File: src/rtl/prog_load_check_if.sv
// Loader/checker bus bundle: instruction stream, imem write port, readback port, expected-word stream.
interface prog_load_check_if #(
  parameter int INSTR_HALFWORDS = 64,
  parameter int CPU_DATA_WIDTH  = 32,
  parameter int CHECK_ENTRIES   = 96
);
  localparam int AW = $clog2(INSTR_HALFWORDS);
  localparam int IW = $clog2(CHECK_ENTRIES);

  logic                      ld_valid;
  logic                      ld_ready;
  logic [31:0]               ld_data;
  logic                      ld_compressed;
  logic                      ld_last;

  logic                      imem_we;
  logic [AW-1:0]             imem_addr;
  logic [15:0]               imem_wdata;

  logic                      chk_req;
  logic [IW-1:0]             chk_idx;
  logic [CPU_DATA_WIDTH-1:0] chk_rdata;

  logic                      exp_valid;
  logic                      exp_ready;
  logic [CPU_DATA_WIDTH-1:0] exp_data;
  logic [CPU_DATA_WIDTH-1:0] exp_mask;

  // loader side
  modport slave (
    input  ld_valid, ld_data, ld_compressed, ld_last,
    output ld_ready,
    output imem_we, imem_addr, imem_wdata,
    output chk_req, chk_idx,
    input  chk_rdata,
    input  exp_valid, exp_data, exp_mask,
    output exp_ready
  );

  // environment side: stream sources, imem, core readback
  modport master (
    output ld_valid, ld_data, ld_compressed, ld_last,
    input  ld_ready,
    input  imem_we, imem_addr, imem_wdata,
    input  chk_req, chk_idx,
    output chk_rdata,
    output exp_valid, exp_data, exp_mask,
    input  exp_ready
  );
endinterface

File: src/rtl/prog_load_check.sv
// Program loader + result checker around the core: load/pad/loop imem, run, read back and compare.
// Optional CHECK_MASK_EN: compare only bits where exp_mask=1; otherwise exp_mask is ignored.
module prog_load_check #(
  parameter int          INSTR_HALFWORDS = 64,
  parameter int          CPU_DATA_WIDTH  = 32,
  parameter int          CHECK_ENTRIES   = 96,
  parameter int          RUN_CYCLES      = 200,
  parameter logic [31:0] NOOP_PATTERN    = 32'h0000_0013,
  parameter logic [31:0] LOOP_PATTERN    = 32'h0000_0063
)(
  input  logic                             clk,
  input  logic                             rst,
  input  logic                             start,
  prog_load_check_if.slave                 bus,
  output logic                             cpu_rst,
  output logic                             done,
  output logic                             pass,
  output logic                             load_overflow,
  output logic [15:0]                      mismatch_count,
  output logic [$clog2(CHECK_ENTRIES)-1:0] first_bad_idx
);
  localparam int AW = $clog2(INSTR_HALFWORDS);
  localparam int IW = $clog2(CHECK_ENTRIES);
  localparam int PW = AW + 1;
  localparam int RW = $clog2(RUN_CYCLES + 1);
  localparam int W  = CPU_DATA_WIDTH;
  localparam logic [PW-1:0] CAP      = PW'(INSTR_HALFWORDS - 2);
  localparam logic [RW-1:0] RUN_LAST = RW'(RUN_CYCLES - 1);
  localparam logic [IW-1:0] IDX_LAST = IW'(CHECK_ENTRIES - 1);

  typedef enum logic [2:0] {
    S_IDLE, S_LOAD, S_PAD, S_LOOP, S_RUN, S_CHECK, S_DONE
  } state_t;

  state_t        state;
  logic [PW-1:0] wp;
  logic          hi_pend, last_pend, pair_hi;
  logic [15:0]   hi_data;
  logic [RW-1:0] run_cnt;
  logic [IW-1:0] k;
  logic          issued_all;
  logic          cmp_pend, cmp_last;
  logic [IW-1:0] cmp_idx;
  logic [W-1:0]  exp_q;
  logic [W-1:0]  diff;
  logic          ld_hs, exp_hs, fits, bad;
  logic [15:0]   cnt_nxt;

  assign bus.ld_ready  = (state == S_LOAD) && !hi_pend;
  // a readback is only requested when an expected word is there to pair with it
  assign bus.exp_ready = (state == S_CHECK) && !issued_all && bus.exp_valid;
  assign bus.chk_req   = bus.exp_ready;
  assign bus.chk_idx   = k;

  assign ld_hs  = bus.ld_valid && bus.ld_ready;
  assign exp_hs = bus.exp_ready;
  // once overflowed, every later word is consumed and dropped
  assign fits   = !load_overflow &&
                  (bus.ld_compressed ? (wp + PW'(1) <= CAP) : (wp + PW'(2) <= CAP));

`ifdef CHECK_MASK_EN
  logic [W-1:0] mask_q;
  assign diff = (bus.chk_rdata ^ exp_q) & mask_q;
`else
  assign diff = bus.chk_rdata ^ exp_q;
`endif

  assign bad     = cmp_pend && (|diff);
  assign cnt_nxt = (bad && (mismatch_count != 16'hFFFF)) ? mismatch_count + 16'd1 : mismatch_count;

  always_ff @(posedge clk or negedge rst) begin
    if (!rst) begin
      state          <= S_IDLE;
      wp             <= '0;
      hi_pend        <= 1'b0;
      last_pend      <= 1'b0;
      pair_hi        <= 1'b0;
      hi_data        <= '0;
      run_cnt        <= '0;
      k              <= '0;
      issued_all     <= 1'b0;
      cmp_pend       <= 1'b0;
      cmp_last       <= 1'b0;
      cmp_idx        <= '0;
      exp_q          <= '0;
`ifdef CHECK_MASK_EN
      mask_q         <= '0;
`endif
      bus.imem_we    <= 1'b0;
      bus.imem_addr  <= '0;
      bus.imem_wdata <= '0;
      cpu_rst        <= 1'b0;
      done           <= 1'b0;
      pass           <= 1'b0;
      load_overflow  <= 1'b0;
      mismatch_count <= '0;
      first_bad_idx  <= '0;
    end else begin
      bus.imem_we <= 1'b0;
      unique case (state)
        S_IDLE, S_DONE: begin
          if (start) begin
            state          <= S_LOAD;
            wp             <= '0;
            hi_pend        <= 1'b0;
            last_pend      <= 1'b0;
            pair_hi        <= 1'b0;
            k              <= '0;
            issued_all     <= 1'b0;
            cmp_pend       <= 1'b0;
            cpu_rst        <= 1'b0;
            done           <= 1'b0;
            pass           <= 1'b0;
            load_overflow  <= 1'b0;
            mismatch_count <= '0;
            first_bad_idx  <= '0;
          end
        end

        S_LOAD: begin
          if (hi_pend) begin
            bus.imem_we    <= 1'b1;
            bus.imem_addr  <= wp[AW-1:0];
            bus.imem_wdata <= hi_data;
            wp             <= wp + PW'(1);
            hi_pend        <= 1'b0;
            if (last_pend) state <= S_PAD;
          end else if (ld_hs) begin
            if (fits) begin
              bus.imem_we    <= 1'b1;
              bus.imem_addr  <= wp[AW-1:0];
              bus.imem_wdata <= bus.ld_data[15:0];
              wp             <= wp + PW'(1);
              if (!bus.ld_compressed) begin
                hi_pend   <= 1'b1;
                hi_data   <= bus.ld_data[31:16];
                last_pend <= bus.ld_last;
              end else if (bus.ld_last) begin
                state <= S_PAD;
              end
            end else begin
              load_overflow <= 1'b1;
              if (bus.ld_last) state <= S_PAD;
            end
          end
        end

        S_PAD: begin
          if (pair_hi) begin
            bus.imem_we    <= 1'b1;
            bus.imem_addr  <= wp[AW-1:0];
            bus.imem_wdata <= NOOP_PATTERN[31:16];
            wp             <= wp + PW'(1);
            pair_hi        <= 1'b0;
          end else if (wp[0]) begin
            // realign to a word boundary with a C.NOP
            bus.imem_we    <= 1'b1;
            bus.imem_addr  <= wp[AW-1:0];
            bus.imem_wdata <= 16'h0001;
            wp             <= wp + PW'(1);
          end else if (wp < CAP) begin
            bus.imem_we    <= 1'b1;
            bus.imem_addr  <= wp[AW-1:0];
            bus.imem_wdata <= NOOP_PATTERN[15:0];
            wp             <= wp + PW'(1);
            pair_hi        <= 1'b1;
          end else begin
            state <= S_LOOP;
          end
        end

        S_LOOP: begin
          bus.imem_we   <= 1'b1;
          bus.imem_addr <= wp[AW-1:0];
          if (!pair_hi) begin
            bus.imem_wdata <= LOOP_PATTERN[15:0];
            wp             <= wp + PW'(1);
            pair_hi        <= 1'b1;
          end else begin
            bus.imem_wdata <= LOOP_PATTERN[31:16];
            pair_hi        <= 1'b0;
            state          <= S_RUN;
            cpu_rst        <= 1'b1;
            run_cnt        <= '0;
          end
        end

        S_RUN: begin
          if (run_cnt == RUN_LAST) state <= S_CHECK;
          else                     run_cnt <= run_cnt + RW'(1);
        end

        S_CHECK: begin
          cmp_pend <= exp_hs;
          if (exp_hs) begin
            exp_q    <= bus.exp_data;
`ifdef CHECK_MASK_EN
            mask_q   <= bus.exp_mask;
`endif
            cmp_idx  <= k;
            cmp_last <= (k == IDX_LAST);
            if (k == IDX_LAST) issued_all <= 1'b1;
            else               k <= k + IW'(1);
          end
          if (cmp_pend) begin
            mismatch_count <= cnt_nxt;
            if (bad && (mismatch_count == 16'd0)) first_bad_idx <= cmp_idx;
            if (cmp_last) begin
              state <= S_DONE;
              done  <= 1'b1;
              pass  <= (cnt_nxt == 16'd0) && !load_overflow;
            end
          end
        end

        default: state <= S_IDLE;
      endcase
    end
  end
endmodule
File: src/flat_wrapper.sv
// flat-port wrapper written by rule: the top's interface ports become plain ports
module prog_load_check_flat 
#(
  parameter int          INSTR_HALFWORDS = 64,
  parameter int          CPU_DATA_WIDTH  = 32,
  parameter int          CHECK_ENTRIES   = 96,
  parameter int          RUN_CYCLES      = 200,
  parameter logic [31:0] NOOP_PATTERN    = 32'h0000_0013,
  parameter logic [31:0] LOOP_PATTERN    = 32'h0000_0063
)
  (clk, rst, start, cpu_rst, done, pass, load_overflow, mismatch_count, first_bad_idx, bus_ld_valid, bus_ld_data, bus_ld_compressed, bus_ld_last, bus_ld_ready, bus_imem_we, bus_imem_addr, bus_imem_wdata, bus_chk_req, bus_chk_idx, bus_chk_rdata, bus_exp_valid, bus_exp_data, bus_exp_mask, bus_exp_ready);
  prog_load_check_if #(.INSTR_HALFWORDS(INSTR_HALFWORDS), .CPU_DATA_WIDTH(CPU_DATA_WIDTH), .CHECK_ENTRIES(CHECK_ENTRIES)) bus_i ();
  input  logic clk;
  input  logic rst;
  input  logic start;
  output logic cpu_rst;
  output logic done;
  output logic pass;
  output logic load_overflow;
  output logic [15:0] mismatch_count;
  output logic [$clog2(CHECK_ENTRIES)-1:0] first_bad_idx;
  input wire logic [$bits(bus_i.ld_valid)-1:0] bus_ld_valid;
  input wire logic [$bits(bus_i.ld_data)-1:0] bus_ld_data;
  input wire logic [$bits(bus_i.ld_compressed)-1:0] bus_ld_compressed;
  input wire logic [$bits(bus_i.ld_last)-1:0] bus_ld_last;
  output wire logic [$bits(bus_i.ld_ready)-1:0] bus_ld_ready;
  output wire logic [$bits(bus_i.imem_we)-1:0] bus_imem_we;
  output wire logic [$bits(bus_i.imem_addr)-1:0] bus_imem_addr;
  output wire logic [$bits(bus_i.imem_wdata)-1:0] bus_imem_wdata;
  output wire logic [$bits(bus_i.chk_req)-1:0] bus_chk_req;
  output wire logic [$bits(bus_i.chk_idx)-1:0] bus_chk_idx;
  input wire logic [$bits(bus_i.chk_rdata)-1:0] bus_chk_rdata;
  input wire logic [$bits(bus_i.exp_valid)-1:0] bus_exp_valid;
  input wire logic [$bits(bus_i.exp_data)-1:0] bus_exp_data;
  input wire logic [$bits(bus_i.exp_mask)-1:0] bus_exp_mask;
  output wire logic [$bits(bus_i.exp_ready)-1:0] bus_exp_ready;
  assign bus_i.ld_valid = bus_ld_valid;
  assign bus_i.ld_data = bus_ld_data;
  assign bus_i.ld_compressed = bus_ld_compressed;
  assign bus_i.ld_last = bus_ld_last;
  assign bus_ld_ready = bus_i.ld_ready;
  assign bus_imem_we = bus_i.imem_we;
  assign bus_imem_addr = bus_i.imem_addr;
  assign bus_imem_wdata = bus_i.imem_wdata;
  assign bus_chk_req = bus_i.chk_req;
  assign bus_chk_idx = bus_i.chk_idx;
  assign bus_i.chk_rdata = bus_chk_rdata;
  assign bus_i.exp_valid = bus_exp_valid;
  assign bus_i.exp_data = bus_exp_data;
  assign bus_i.exp_mask = bus_exp_mask;
  assign bus_exp_ready = bus_i.exp_ready;
  prog_load_check #(.INSTR_HALFWORDS(INSTR_HALFWORDS), .CPU_DATA_WIDTH(CPU_DATA_WIDTH), .CHECK_ENTRIES(CHECK_ENTRIES), .RUN_CYCLES(RUN_CYCLES), .NOOP_PATTERN(NOOP_PATTERN), .LOOP_PATTERN(LOOP_PATTERN)) u_core (.clk(clk), .rst(rst), .start(start), .bus(bus_i), .cpu_rst(cpu_rst), .done(done), .pass(pass), .load_overflow(load_overflow), .mismatch_count(mismatch_count), .first_bad_idx(first_bad_idx));
endmodule
File: config.mk
export PLATFORM = sky130hd
export DESIGN_NAME = prog_load_check_flat
export DESIGN_NICKNAME = d
export VERILOG_FILES = /design/src/rtl/prog_load_check_if.sv /design/src/rtl/prog_load_check.sv /design/src/flat_wrapper.sv
export SDC_FILE = /design/constraint.sdc
export NUM_CORES = 1
export LEC_CHECK = 0
export ABC_AREA = 1
export BUFFER_PORTS_ARGS = -buffer_cell sky130_fd_sc_hd__buf_4
export CORE_AREA = 2 2 131 133
export CTS_BUF_LIST = sky130_fd_sc_hd__clkbuf_8
export CTS_CLUSTER_SIZE = 20
export DETAILED_ROUTE_END_ITERATION = 10
export DIE_AREA = 0 0 133 135
export HOLD_SLACK_MARGIN = 0.06
export PLACE_DENSITY = 0.72
export SETUP_SLACK_MARGIN = 0.5
export SLEW_MARGIN = 20
export SYNTH_ARGS = -nofsm -noshare
export SYNTH_HDL_FRONTEND = slang
export SYNTH_SLANG_ARGS = --single-unit
File: constraint.sdc
create_clock -name clk -period 2 [get_ports clk]
set_input_delay 0.3 -clock clk [delete_from_list [all_inputs] [get_ports clk]]
set_output_delay 0.3 -clock clk [all_outputs]
set_load 0.005 [all_outputs]
# After elaboration in Yosys (flattened, before gate mapping)

Cells that the tools add are included.

Add/sub/neg operators: 5
Multiply operators: 0
Div/mod/pow operators: 0
$lt $le $gt $ge: 3
Eq/ne operators: 33
Shifts and indexed selects: 0
Mux-type cells: 91
Bitwise gates (word level): 3
Reduce and logical (&&, ||, !) cells: 42

Operator list:

| operator                | number |
|---|---|
| $mux W16                | 9 |
| $mux W7                 | 13 |
| $pmux W16 S3            | 1 |
| $mux W3                 | 14 |
| $mux W6                 | 6 |
| $logic_not A16 Y1       | 2 |
| $pmux W16 S2            | 1 |
| $reduce_or A32 Y1       | 1 |
| $xor A32 B32 Y32        | 1 |
| $mux W1                 | 29 |
| $pmux W7 S2             | 2 |
| $pmux W7 S4             | 1 |
| $ne A2 B2 Y1 const B    | 13 |
| $reduce_and A4 Y1       | 5 |
| $pmux W3 S6             | 1 |
| $pmux W6 S3             | 1 |
| $add A16 B1 Y16 const B | 1 |
| $mux W8                 | 2 |
| $ne A16 B16 Y1 const B  | 1 |
| $pmux W1 S2             | 8 |
| $pmux W8 S2             | 1 |
| $reduce_and A5 Y1       | 3 |
| $add A7 B1 Y7 const B   | 2 |
| $le A7 B6 Y1 const B    | 2 |
| other kinds (26)        | 57 |

Register bits after elaboration: 136
Latch bits: 0
RAM bits: 0
Bits in read-only memories: 0
Output and inout port bits: 60
Memories kept: 0

# Depth between registers and ports, before layout

Gate-level depths: netlist of the first run.

Depth after elaboration: 10
Mapped depth: 17
Gate-level depth less buffers: 16

# Worst setup path after synthesis of the first run

OpenSTA, ideal clock, no wires.

Kind: register -> register
Start: register u_core.mismatch_count[0]
End: register u_core.pass
Setup time: 65 ps
Data arrival time: 1800 ps
Path slack: 135 ps
Cell stages (with the launch flop): 15
Period minus slack after synthesis: 1865 ps
Cell sequence: dfrtp_1 -> ha_1 -> nand3_1 -> inv_1 -> nand2_2 -> nor2_4 -> nand4_2 -> buf_2 -> nand4_1 -> nand2_1 -> nor2_1 -> nand3_1 -> nor2_1 -> nand2_1 -> nand2_1

Word-level cells in the longest chain between the ends: 8
Elaborated cells on any way between the ends: 9
Classes of those cells: add/sub: 1; eq/ne: 1; mux: 4; reduce/logical: 3

Ends and longest elaborated chain:

| element                                                                 | RTL line               | text |
|---|---|---|
| start: declaration                                                      | prog_load_check.sv:19  | `output logic [15:0] mismatch_count,` |
| start signal: assignment                                                | prog_load_check.sv:206 | `mismatch_count <= cnt_nxt;` |
| parallel branches: the longest is 2 deep, another holds $add A16 B1 Y16 | -                      |  |
| $mux W16 *                                                              | prog_load_check.sv:69  | `assign cnt_nxt = (bad && (mismatch_count != 16'hFFFF)) ? mismatch_count + 16'd1 : mismatch_count;` |
| $logic_not A16 Y1 *                                                     | prog_load_check.sv:211 | `pass <= (cnt_nxt == 16'd0) && !load_overflow;` |
| $logic_and A1 B1 Y1 *                                                   | prog_load_check.sv:211 |  |
| $mux W1 *                                                               | prog_load_check.sv:208 | `if (cmp_last) begin` |
| $mux W1 *                                                               | prog_load_check.sv:205 | `if (cmp_pend) begin` |
| $pmux W1 S2 *                                                           | prog_load_check.sv:100 | `unique case (state)` |
| end signal: assignment                                                  | prog_load_check.sv:211 |  |
| end: declaration                                                        | prog_load_check.sv:17  | `output logic pass,` |

Every way passes the cells marked *. The select of a mux whose other input is x is not followed.
A chain may end at the register's enable or synchronous reset.

# Final worst setup path of the first run

Start: register u_core.exp_q[27]
End: register u_core.pass

Word-level cells in the longest chain between the ends: 10

Ends and longest elaborated chain:

| element                  | RTL line               | text |
|---|---|---|
| start: declaration       | prog_load_check.sv:44  | `logic [W-1:0] exp_q;` |
| start signal: assignment | prog_load_check.sv:196 | `exp_q <= bus.exp_data;` |
| $xor A32 B32 Y32         | prog_load_check.sv:65  | `assign diff = bus.chk_rdata ^ exp_q;` |
| $reduce_or A32 Y1        | prog_load_check.sv:68  | `assign bad = cmp_pend && (\|diff);` |
| $logic_and A1 B1 Y1      | prog_load_check.sv:68  |  |
| $logic_and A1 B1 Y1      | prog_load_check.sv:69  |  |
| $mux W16                 | prog_load_check.sv:69  |  |
| $logic_not A16 Y1        | prog_load_check.sv:211 |  |
| $logic_and A1 B1 Y1      | prog_load_check.sv:211 |  |
| $mux W1                  | prog_load_check.sv:208 |  |
| $mux W1                  | prog_load_check.sv:205 |  |
| $pmux W1 S2              | prog_load_check.sv:100 |  |

Every way passes these cells. The select of a mux whose other input is x is not followed.

==> reports/summary.txt, run 1 <==
Final Cycle Share: 1.19
Global-route wire length before repair: 36,900 um
Via density: 5.45
Post-Syn Area: 7340 sq um
Fin crit period: 2390 ps
H-Tree Depth: 4
Hold Crit Start: bus_ld_last
Skew final: 16.8 ps
Largest net degree at the start of global routing: 73
ANT nets after route: 0
Drt pass-1 iters: 7
Die Ht: 135 um
Skew-Pair Late Insertion Delay: 460 ps
Die Width: 133 um
# IOs: 195
Cell Rows: 47
Failing checks: negative setup slack
TritonCTS clock tree: yes
CP arrival: 2770 ps
Netlist cell types: 38
Primary FF master, synth: dfrtp_1
CP top delay family: simple AND/OR/NAND/NOR gates
Worst-margin pin slew: 510 ps
DRT iter0 DRCs: 803
Crit-path max FO: 5
Net count, final: 1,437
Reg2reg end: u_core.pass
Synth Area per Inst: 7.63 sq um
Most frequent cells in the layout: 217 x buf_4, 175 x nand2_1, 126 x dfrtp_1
Num CTS Buffers: 17
Clock input transition at the sequential cells of the worst setup and hold paths: 90 ps
Gr usage total: 0.257
Status: finished, violations left
Initial Util: 0.448
LEAKAGE: 6.17 nW
VDD IR max: 0.422 mV
Max Clk Rate: 419 MHz
Die Area: 18,000 sq um
Critical Path End Type: flop
Placed cells: 1,350
Clk root buf: clkbuf_8
Final hold vios: 0
Via count: 8,335
Clock tree sinks: 136
Synth warn: 0
Area contributors post-synth: dfrtp_1 46%, nand2_1 15%, inv_1 5.9%, o21ai_0 5.7%, nand3_1 3.6%
Startpoint class of the critical path: flop
Fin. max-slew vios: 0
Hold Path End: u_core.last_pend
N_diodes: 0
Crit-path max cell delay: 410 ps
Pwr per Cell Area: 447 nW/um^2
Sequential area share after synthesis: 0.463
Leading area contributor after synthesis: dfrtp_1
WL per Instance: 19.1 um
Crit path buf inv count: 1
Clock Path Buffers: 2
Hold path depth: 3
Top cell type's share of synthesized area: 0.463
Input/output buffers: 162
Most common cell after layout, fill and taps aside: buf_4
Share of cells above drive strength 1: 0.482
Max-slew headroom: 0.657
Setup ws final: -385 ps
Final core utilization: 0.774
R2R Path Start: u_core.exp_q[27]
Area Growth Syn to Fin: 73.0%
DRC Markers: 0
Endpoints failing setup: 46
Unrepaired setup endpoints after global routing: yes
Worst r2r path cells: 14
Hold WC Path Type: in2reg
Fraction of registers with async set/reset: 1.00
Vias in the first global route: 7,686
CP Data Required Time: 2380 ps
Post-route non-filler standard cell count: 1,529
CP most frequent cell: nand2_1
Post-detail-place hpwl: 13,700 um
Worst reg-to-reg setup slack: -390 ps
Routed wire length: 29,100 um
Max Cap Viol: 0
Routability cong.: 0.881
Post-synth EDFFs: 0
Gr ovfl total: 0
Flops & latches, synth: 136
Slowest CP cell: dfrtp_1
Syn Nets: 1,104
Category of the most critical setup path: reg2reg
Core area: 16,400 sq um
Critical path, cell by cell: xnor2_1 -> nand2_1 -> nor2_2 -> nand2_2 -> nor2_4 -> nand2_4 -> buf_2 -> nand4_1 -> nand2_2 -> nor2_1 -> nand3_1 -> nor2_1 -> nand2_1 -> nand2_1
Syn Inst Count: 963
Initial antenna violation count: 0
## Yosys cell counts (2+ instances only)
master / instances
buf_1: 2
nand2_2: 9
nand2_1: 297
ha_1: 6
nand4_1: 21
a21oi_1: 30
buf_4: 4
dfrtp_1: 136
buf_6: 4
nor2_2: 6
clkbuf_1: 18
xnor2_1: 27
xor2_1: 15
o21ai_0: 84
inv_2: 9
nor3_1: 15
o211ai_1: 2
nor2_1: 52
nor2_8: 2
inv_1: 115
nand3_1: 53
nor2_4: 2
o21ai_1: 25
nor4_1: 3
o22ai_1: 4
buf_2: 7
nand2_4: 4
## registers in the layout (all words and copies together) (netlist names), 6 cells and up
name / cells
u_core.bus.chk_idx: 7
u_core.cmp_idx: 7
u_core.first_bad_idx: 7
u_core.exp_q: 32
u_core.wp: 7
u_core.run_cnt: 8
u_core.mismatch_count: 16
u_core.hi_data: 16
u_core.bus.imem_addr: 6
u_core.bus.imem_wdata: 16
## through the flow
step                setup WS (ps)  cell area [sq um]  total power [W]  TNS (ps)  hold slack (ps)
floorplan                     221               7570          0.00286         0             4.41
global placement             41.8               9210          0.00309         0              158
detailed placement           3.73               9210          0.00309         0              158
CTS                         -11.0              11100          0.00559     -37.5             66.4
global route                 -489              12700          0.00580     -8010              106
finish                       -385              12700          0.00568     -2460              111
## cell families after synthesis
group                      count (synthesis)  synth area share
xor gates and xnor gates                  42            0.0501
adders and majority gates                  6            0.0102
and+or+nand+nor                          470             0.281
buffers and inverters                    159            0.0886
AOI/OAI and AO/OA                        150             0.106
DFF                                      136             0.463
## routing by layer
metal,up-vias,track usage,part of all wire
li1,3743,-,-
met1,3971,0.307,0.36
met2,482,0.429,0.51
met3,139,0.0646,0.069
met4,0,0.142,0.059
met5,-,0,0
## repair_timing
item                                   in CTS  in global routing
cloned                                      8                 11
setup endpoints to repair                 121                139
hold buffers                               48                  0
pin swaps                                  43                 71
setup buffers                              43                 37
resized for setup                         139                296
endpoints found under the hold margin     168                  0
## worst max path at each step
stage	start	to	slack [ps]	depth (start not counted)
after floorplan	u_core.wp[1]	u_core.bus.imem_addr[5]	220	12
after global placement	u_core.wp[0]	u_core.bus.imem_wdata[5]	40	13
after detailed placement	u_core.wp[0]	u_core.bus.imem_wdata[7]	4	13
after CTS	u_core.wp[0]	u_core.bus.imem_wdata[15]	-10	13
after global routing	u_core.exp_q[30]	u_core.pass	-490	14
final	u_core.exp_q[27]	u_core.pass	-390	14
## worst reg2reg max path, cell delays in order (launching register included)
cell and delay [ps]:
dfrtp_1 410, xnor2_1 230, nand2_1 110, nor2_2 190, nand2_2 140, nor2_4 170
nand2_4 100, buf_2 180, nand4_1 90, nand2_2 90, nor2_1 150, nand3_1 110
nor2_1 130, nand2_1 90, nand2_1 110
## where the power goes
| group | switching [W] | total, W | internal, W |
|---|---|---|---|
| registers | 0 | 0.00275 | 0.00275 |
| logic | 0.000185 | 0.000418 | 0.000233 |
| clock network | 0.00124 | 0.00251 | 0.00127 |
| total | 0.00142 | 0.00568 | 0.00425 |
## area by class of cell
| class | count | area, sq um |
|---|---|---|
| flip-flops and latches | 136 | 3420 |
| clock buffers | 18 | 248 |
| clock inverters | 14 | 173 |
| fillers | 964 | 3700 |
| multi-input cells | 668 | 4700 |
| inverters | 124 | 497 |
| well taps | 220 | 275 |
| repair buffers | 349 | 3400 |
(Power assumes the default switching activity.)
==> inputs of run 2 (changes only) <==
- CELL_PAD_IN_SITES_DETAIL_PLACEMENT: not set -> 1
- CELL_PAD_IN_SITES_GLOBAL_PLACEMENT: not set -> 1
- CORE_AREA: 2 2 131 133 -> 2 2 148 150
- DIE_AREA: 0 0 133 135 -> 0 0 150 152
- PLACE_DENSITY: 0.72 -> not set
- PLACE_DENSITY_LB_ADDON: not set -> 0.1
==> run 2 against run 1 <==
- the flow still finishes with violations (negative setup slack)
- register-to-register slack improved by 70 ps
- sequential power about the same
- critical path type unchanged
- sequential share of layout area decreased by 0.93 points
- critical endpoint unchanged
- first-iteration DRC count decreased by 62%
==> reports/summary.txt, run 2 (same netlist as run 1, synthesis figures left out) <==
Status: finished, violations left
Failing checks: negative setup slack
Unrepaired setup endpoints after global routing: yes
Final Cycle Share: 1.16 (-0.0338)
Gr ovfl total: 0 (unchanged)
Initial antenna violation count: 0 (unchanged)
# IOs: 195 (unchanged)
Worst-margin pin slew: 721 ps (+211 ps)
Most common cell after layout, fill and taps aside: buf_4
Share of cells above drive strength 1: 0.504 (+0.0224)
N_diodes: 0 (unchanged)
Placed cells: 1,445 (+7.0%)
Skew final: 16.4 ps (-0.348 ps)
Fin crit period: 2320 ps (-67.6 ps)
DRT iter0 DRCs: 305 (-62%)
Skew-Pair Late Insertion Delay: 470 ps (about the same)
Final core utilization: 0.617 (-0.157)
Clk root buf: clkbuf_8
Endpoints failing setup: 36 (-22%)
Initial Util: 0.344 (-0.104)
Area Growth Syn to Fin: 79.4%
Register with the most flip-flops: u_core.exp_q
Max Clk Rate: 431 MHz (+2.9%)
Fin. max-slew vios: 0 (unchanged)
Critical Path End Type: flop
Global-route wire length before repair: 44,500 um (+21%)
CP Data Required Time: 2400 ps (+20 ps)
Most frequent cells in the layout: 242 x buf_4, 181 x nand2_1, 123 x dfrtp_1
ANT nets after route: 0 (unchanged)
Routed wire length: 34,500 um (+19%)
Via count: 8,372 (+0.44%)
Drt pass-1 iters: 5 (-2)
TritonCTS clock tree: yes
Startpoint class of the critical path: flop
CP arrival: 2720 ps (-50 ps)
Via density: 5.13 (-5.9%)
Num CTS Buffers: 17 (unchanged)
VDD IR max: 0.426 mV (+0.97%)
WL per Instance: 21.2 um (+11%)
Gr usage total: 0.248 (-0.00972)
Crit-path max FO: 11 (+6)
Net count, final: 1,480 (+3.0%)
Die Ht: 152 um (+13%)
Clock input transition at the sequential cells of the worst setup and hold paths: 100 ps (about the same)
Max-slew headroom: 0.516 (-0.142)
Max Cap Viol: 0 (unchanged)
Cell Rows: 54 (+15%)
Largest net degree at the start of global routing: 63 (-14%)
Post-route non-filler standard cell count: 1,632 (+6.7%)
Die Area: 22,800 sq um (+27%)
Pwr per Cell Area: 431 nW/um^2 (-3.4%)
Largest register FFs: 32 (unchanged)
Category of the most critical setup path: reg2reg
Setup ws final: -318 ps (+67.6 ps)
Post-detail-place hpwl: 16,800 um (+23%)
Input/output buffers: 162 (unchanged)
Clock Path Buffers: 2 (unchanged)
H-Tree Depth: 4 (unchanged)
LEAKAGE: 6.27 nW (+1.5%)
Vias in the first global route: 8,517 (+11%)
Clock tree sinks: 136 (unchanged)
Core area: 21,400 sq um (+30%)
DRC Markers: 0 (unchanged)
Hold WC Path Type: in2reg
Routability cong.: 0.807 (-8.4%)
Final hold vios: 0 (unchanged)
Die Width: 150 um (+13%)
[run 2: timing repair]
item | CTS | global route
pin swaps | 51 | 94
gates resized for setup | 217 | 254
endpoints found under the setup margin | 138 | 150
hold buffers | 49 | 0
setup buffers | 47 | 39
endpoints found under the hold margin | 184 | 0
gates cloned | 7 | 13
[run 2: per-layer routing]
layer / routed length (um) / GRT usage / vias to the layer above
li1: - / - / 3822
met1: 13300 / 0.301 / 4174
met3: 1500 / 0.0492 / 104
met5: 0 / 0 / -
met2: 18300 / 0.441 / 272
met4: 1420 / 0.0710 / 0
[run 2: final timing paths]
kind / start / end / slack [ps] / cells past startpoint
max in group asynchronous: rst / u_core.mismatch_count[10] / 1200 / 3
min in group asynchronous: rst / u_core.exp_q[20] / 170 / 2
worst max register to register: u_core.exp_q[19] / u_core.pass / -320 / 16
worst max-delay path: u_core.exp_q[19] / u_core.pass / -320 / 16
worst min-delay path: bus_ld_last / u_core.last_pend / 110 / 3
worst min register to register: u_core.done / u_core.done / 500 / 2
[run 2: area by class of cell]
class                      instances  area (sq um)
clock buffer                      17           234
clock inverter                    15           179
fill                            2417          8170
inverter                         124           490
multi-input combinational        668          4690
sequential                       136          3420
tap                              280           350
timing repair buffer             392          3820
[run 2: worst max-delay path: stages, from the launching register on]
cell and delay (ps):
dfrtp_1 390, inv_1 130, nand2_1 90, nand2_1 110, nand2_1 80, nor2_2 140
nand2_2 90, nor2_4 150, nand2_4 110, buf_8 160, nand4_1 150, nand2_4 90
nor2_1 180, nand3_2 130, nor2_4 120, nand2_2 50, nand2_1 60
[run 2: per-stage QoR]
stage	power, W	setup TNS (ps)	instance area [sq um]	setup WS, ps	hold slack (ps)
2_1_floorplan	0.00286	0	7570	221	4.41
3_3_place_gp	0.00310	-55.2	9520	-55.2	101
3_5_place_dp	0.00310	-215	9520	-79.9	101
4_1_cts	0.00563	-83.5	11700	-31.1	125
5_1_grt	0.00585	-7680	13200	-356	121
6_report	0.00568	-1850	13200	-318	113
[run 2: where the power goes]
part	leakage, nW	total (W)	internal, W	switching, W
Combinational	4.35	0.000412	0.000234	0.000178
Clock	0.207	0.00253	0.00106	0.00146
Sequential	1.71	0.00275	0.00275	0
Total	6.27	0.00568	0.00405	0.00164
==> inputs of run 3 (changes only) <==
- CORE_AREA: 2 2 148 150 -> 2 2 141 143
- DIE_AREA: 0 0 150 152 -> 0 0 143 145
- SKIP_LAST_GASP: not set -> 1
- clock period: 2 -> 2.43 ns (I/O delays scaled with it)
==> run 3 against run 2 <==
- the run now ends clean
- clock-buffer cell count up 1
- first-iteration DRC count is 8.9% higher
- highest routed layer unchanged
- maximum frequency increased by 3.8%
- design area is 18% lower
- critical endpoint is now u_core.bus.imem_wdata[0]
==> reports/summary.txt, run 3 (same netlist as run 1, synthesis figures left out) <==
Int Pwr: 0.00345 W (-15%)
Hold path depth: 3 (unchanged)
Endpoints failing setup: 0 (-100%)
TritonCTS clock tree: yes
WL per Instance: 18.3 um (-14%)
ANT nets after route: 0 (unchanged)
Critical Path End Type: flop
DRT iter0 DRCs: 332 (+8.9%)
Max Clk Rate: 448 MHz (+3.8%)
Fin crit period: 2230 ps (-85.5 ps)
LEAKAGE: 5.37 nW (-14%)
Routed wire length: 27,100 um (-22%)
DRC Markers: 0 (unchanged)
Clock input transition at the sequential cells of the worst setup and hold paths: 100 ps (about the same)
Net Sw Frac: 0.243 (-0.0447)
Largest register FFs: 32 (unchanged)
Most common cell after layout, fill and taps aside: nand2_1
Via density: 5.09 (-0.81%)
Clock network fraction of design power: 0.448 (+0.004)
Input/output buffers: 162 (unchanged)
Final hold vios: 0 (unchanged)
Reg2reg end: u_core.bus.imem_wdata[0]
Final core utilization: 0.566 (-0.0512)
Clock Path Buffers: 2 (unchanged)
Drt pass-1 iters: 5 (unchanged)
Die Ht: 145 um (-4.6%)
Pwr per Cell Area: 419 nW/um^2 (-2.8%)
Vias in the first global route: 7,375 (-13%)
Worst r2r path cells: 16 (unchanged)
# IOs: 195 (unchanged)
Post-detail-place hpwl: 16,000 um (-5.1%)
Status: complete, no violations
H-Tree Depth: 4 (unchanged)
Gr ovfl total: 0 (unchanged)
Skew final: 22.8 ps (+6.41 ps)
Category of the most critical setup path: reg2reg
Fin. max-slew vios: 0 (unchanged)
Die Width: 143 um (-4.7%)
Net count, final: 1,344 (-9.2%)
Hold WC Path Type: in2reg
Routability cong.: 0.832 (+3.1%)
Global-route wire length before repair: 37,000 um (-17%)
Initial antenna violation count: 1 (+1)
Min Hold Slack: 94.4 ps (-18.7 ps)
Crit-path max FO: 6 (-5)
Final Cycle Share: 0.919 (-0.240)
Clk root buf: clkbuf_8
Worst-margin pin slew: 477 ps (-245 ps)
CP arrival: 2630 ps (-90 ps)
NetSw: 0.00111 W (-32%)
Register with the most flip-flops: u_core.exp_q
CP Data Required Time: 2830 ps (+430 ps)
Startpoint class of the critical path: flop
Largest net degree at the start of global routing: 58 (-7.9%)
R2R Path Start: u_core.wp[1]
Worst reg-to-reg setup slack: 200 ps (+520 ps)
Combinational group share of total power: 0.056 (-0.017)
Most frequent cells in the layout: 249 x nand2_1, 216 x buf_4, 126 x dfrtp_1
Num CTS Buffers: 17 (unchanged)
Hold Path End: u_core.exp_q[16]
VDD IR max: 0.366 mV (-14%)
Initial Util: 0.382 (+0.0384)
Hold Crit Start: bus_exp_data[16]
Die Area: 20,700 sq um (-9.1%)
Max-slew headroom: 0.680 (+0.164)
Core area: 19,200 sq um (-10%)
Cell Rows: 51 (-5.6%)
Clock tree sinks: 136 (unchanged)
Via count: 7,541 (-9.9%)
Sequential share of power: 0.496 (+0.013)
Share of cells above drive strength 1: 0.377 (-0.127)
Unrepaired setup endpoints after global routing: yes
Area Growth Syn to Fin: 48.0%
Skew-Pair Late Insertion Delay: 470 ps (about the same)
Gr usage total: 0.226 (-0.0218)
Max Cap Viol: 0 (unchanged)
Setup TNS: 0 ps (+1850 ps)
==> run 3: changes by cell type in the layout (fill, tap and decap cells not counted), moves of 21 or more <==
cell	delta
buf_4	-26
buf_6	-47
dlygate4sd3_1	-48
nand2_1	+68
nand2_2	-21
nand2_4	-44
o21ai_0	+23
==> run 3: power by group through the flow <==
| stage | Combinational [W] | Clock [W] | Sequential [W] |
|---|---|---|---|
| 2_1_floorplan | 0.0000462 | 0 | 0.00231 |
| 4_1_cts | 0.000250 | 0.00207 | 0.00226 |
| 5_1_grt | 0.000284 | 0.00218 | 0.00226 |
| 6_report | 0.000256 | 0.00204 | 0.00226 |
| 3_3_place_gp | 0.000244 | 0 | 0.00231 |
| 3_5_place_dp | 0.000247 | 0 | 0.00231 |
==> run 3: stage by stage <==
step | cell area (sq um) | cells | worst slack [ps] | total power, W
floorplan | 7340 | 963 | 565 | 0.00235
global placement | 8950 | 1382 | 273 | 0.00255
detailed placement | 8950 | 1382 | 226 | 0.00255
CTS | 9840 | 1444 | 393 | 0.00458
global route | 10900 | 1482 | 106 | 0.00473
finish | 10900 | 1482 | 198 | 0.00456
==> run 3: final cells by class <==
cell class,instances,area [sq um]
diodes,1,2.50
clock buffers,18,248
clock inverters,14,173
fillers,2352,8340
inverters,124,483
multi-input cells,668,3950
flip-flops and latches,136,3420
well taps,265,332
repair buffers,256,2270
==> run 3: worst max path at each step <==
| stage | cells after the start | endpoint | start |
|---|---|---|---|
| after floorplan | 14 | u_core.pass | u_core.mismatch_count[0] |
| after global placement | 14 | u_core.pass | u_core.state[2] |
| after detailed placement | 17 | u_core.pass | bus_chk_rdata[0] |
| after CTS | 9 | u_core.first_bad_idx[4] | u_core.exp_q[2] |
| after global routing | 15 | u_core.last_pend | u_core.wp[1] |
| final | 16 | u_core.bus.imem_wdata[0] | u_core.wp[1] |
==> run 3: repair_timing <==
action                                 CTS  global route
pin swaps                               12            48
hold buffers                             1             0
gates resized for setup                 53           192
endpoints found under the hold margin   43             0
cloned                                   3            11
setup buffers                           26            26
setup endpoints to repair               75            97
==> run 3: worst max-delay path: stages, from the launching register on <==
cell	delay, ps
dfrtp_2	480
buf_6	130
nand2_4	40
inv_2	60
nand4_1	130
xnor2_2	180
nand4_1	110
nand2_1	70
nand2_1	90
nand2_2	60
inv_2	60
nand2_2	80
a21oi_4	210
buf_12	170
clkbuf_16	160
nand2_2	60
o21ai_1	90
==> run 3: per-layer routing <==
metal / up-vias / global-route usage / wire [um]
li1: 3536 / - / -
met1: 3765 / 0.281 / 10800
met2: 188 / 0.384 / 14500
met3: 52 / 0.0525 / 1130
met4: 0 / 0.0738 / 637
met5: - / 0 / 0
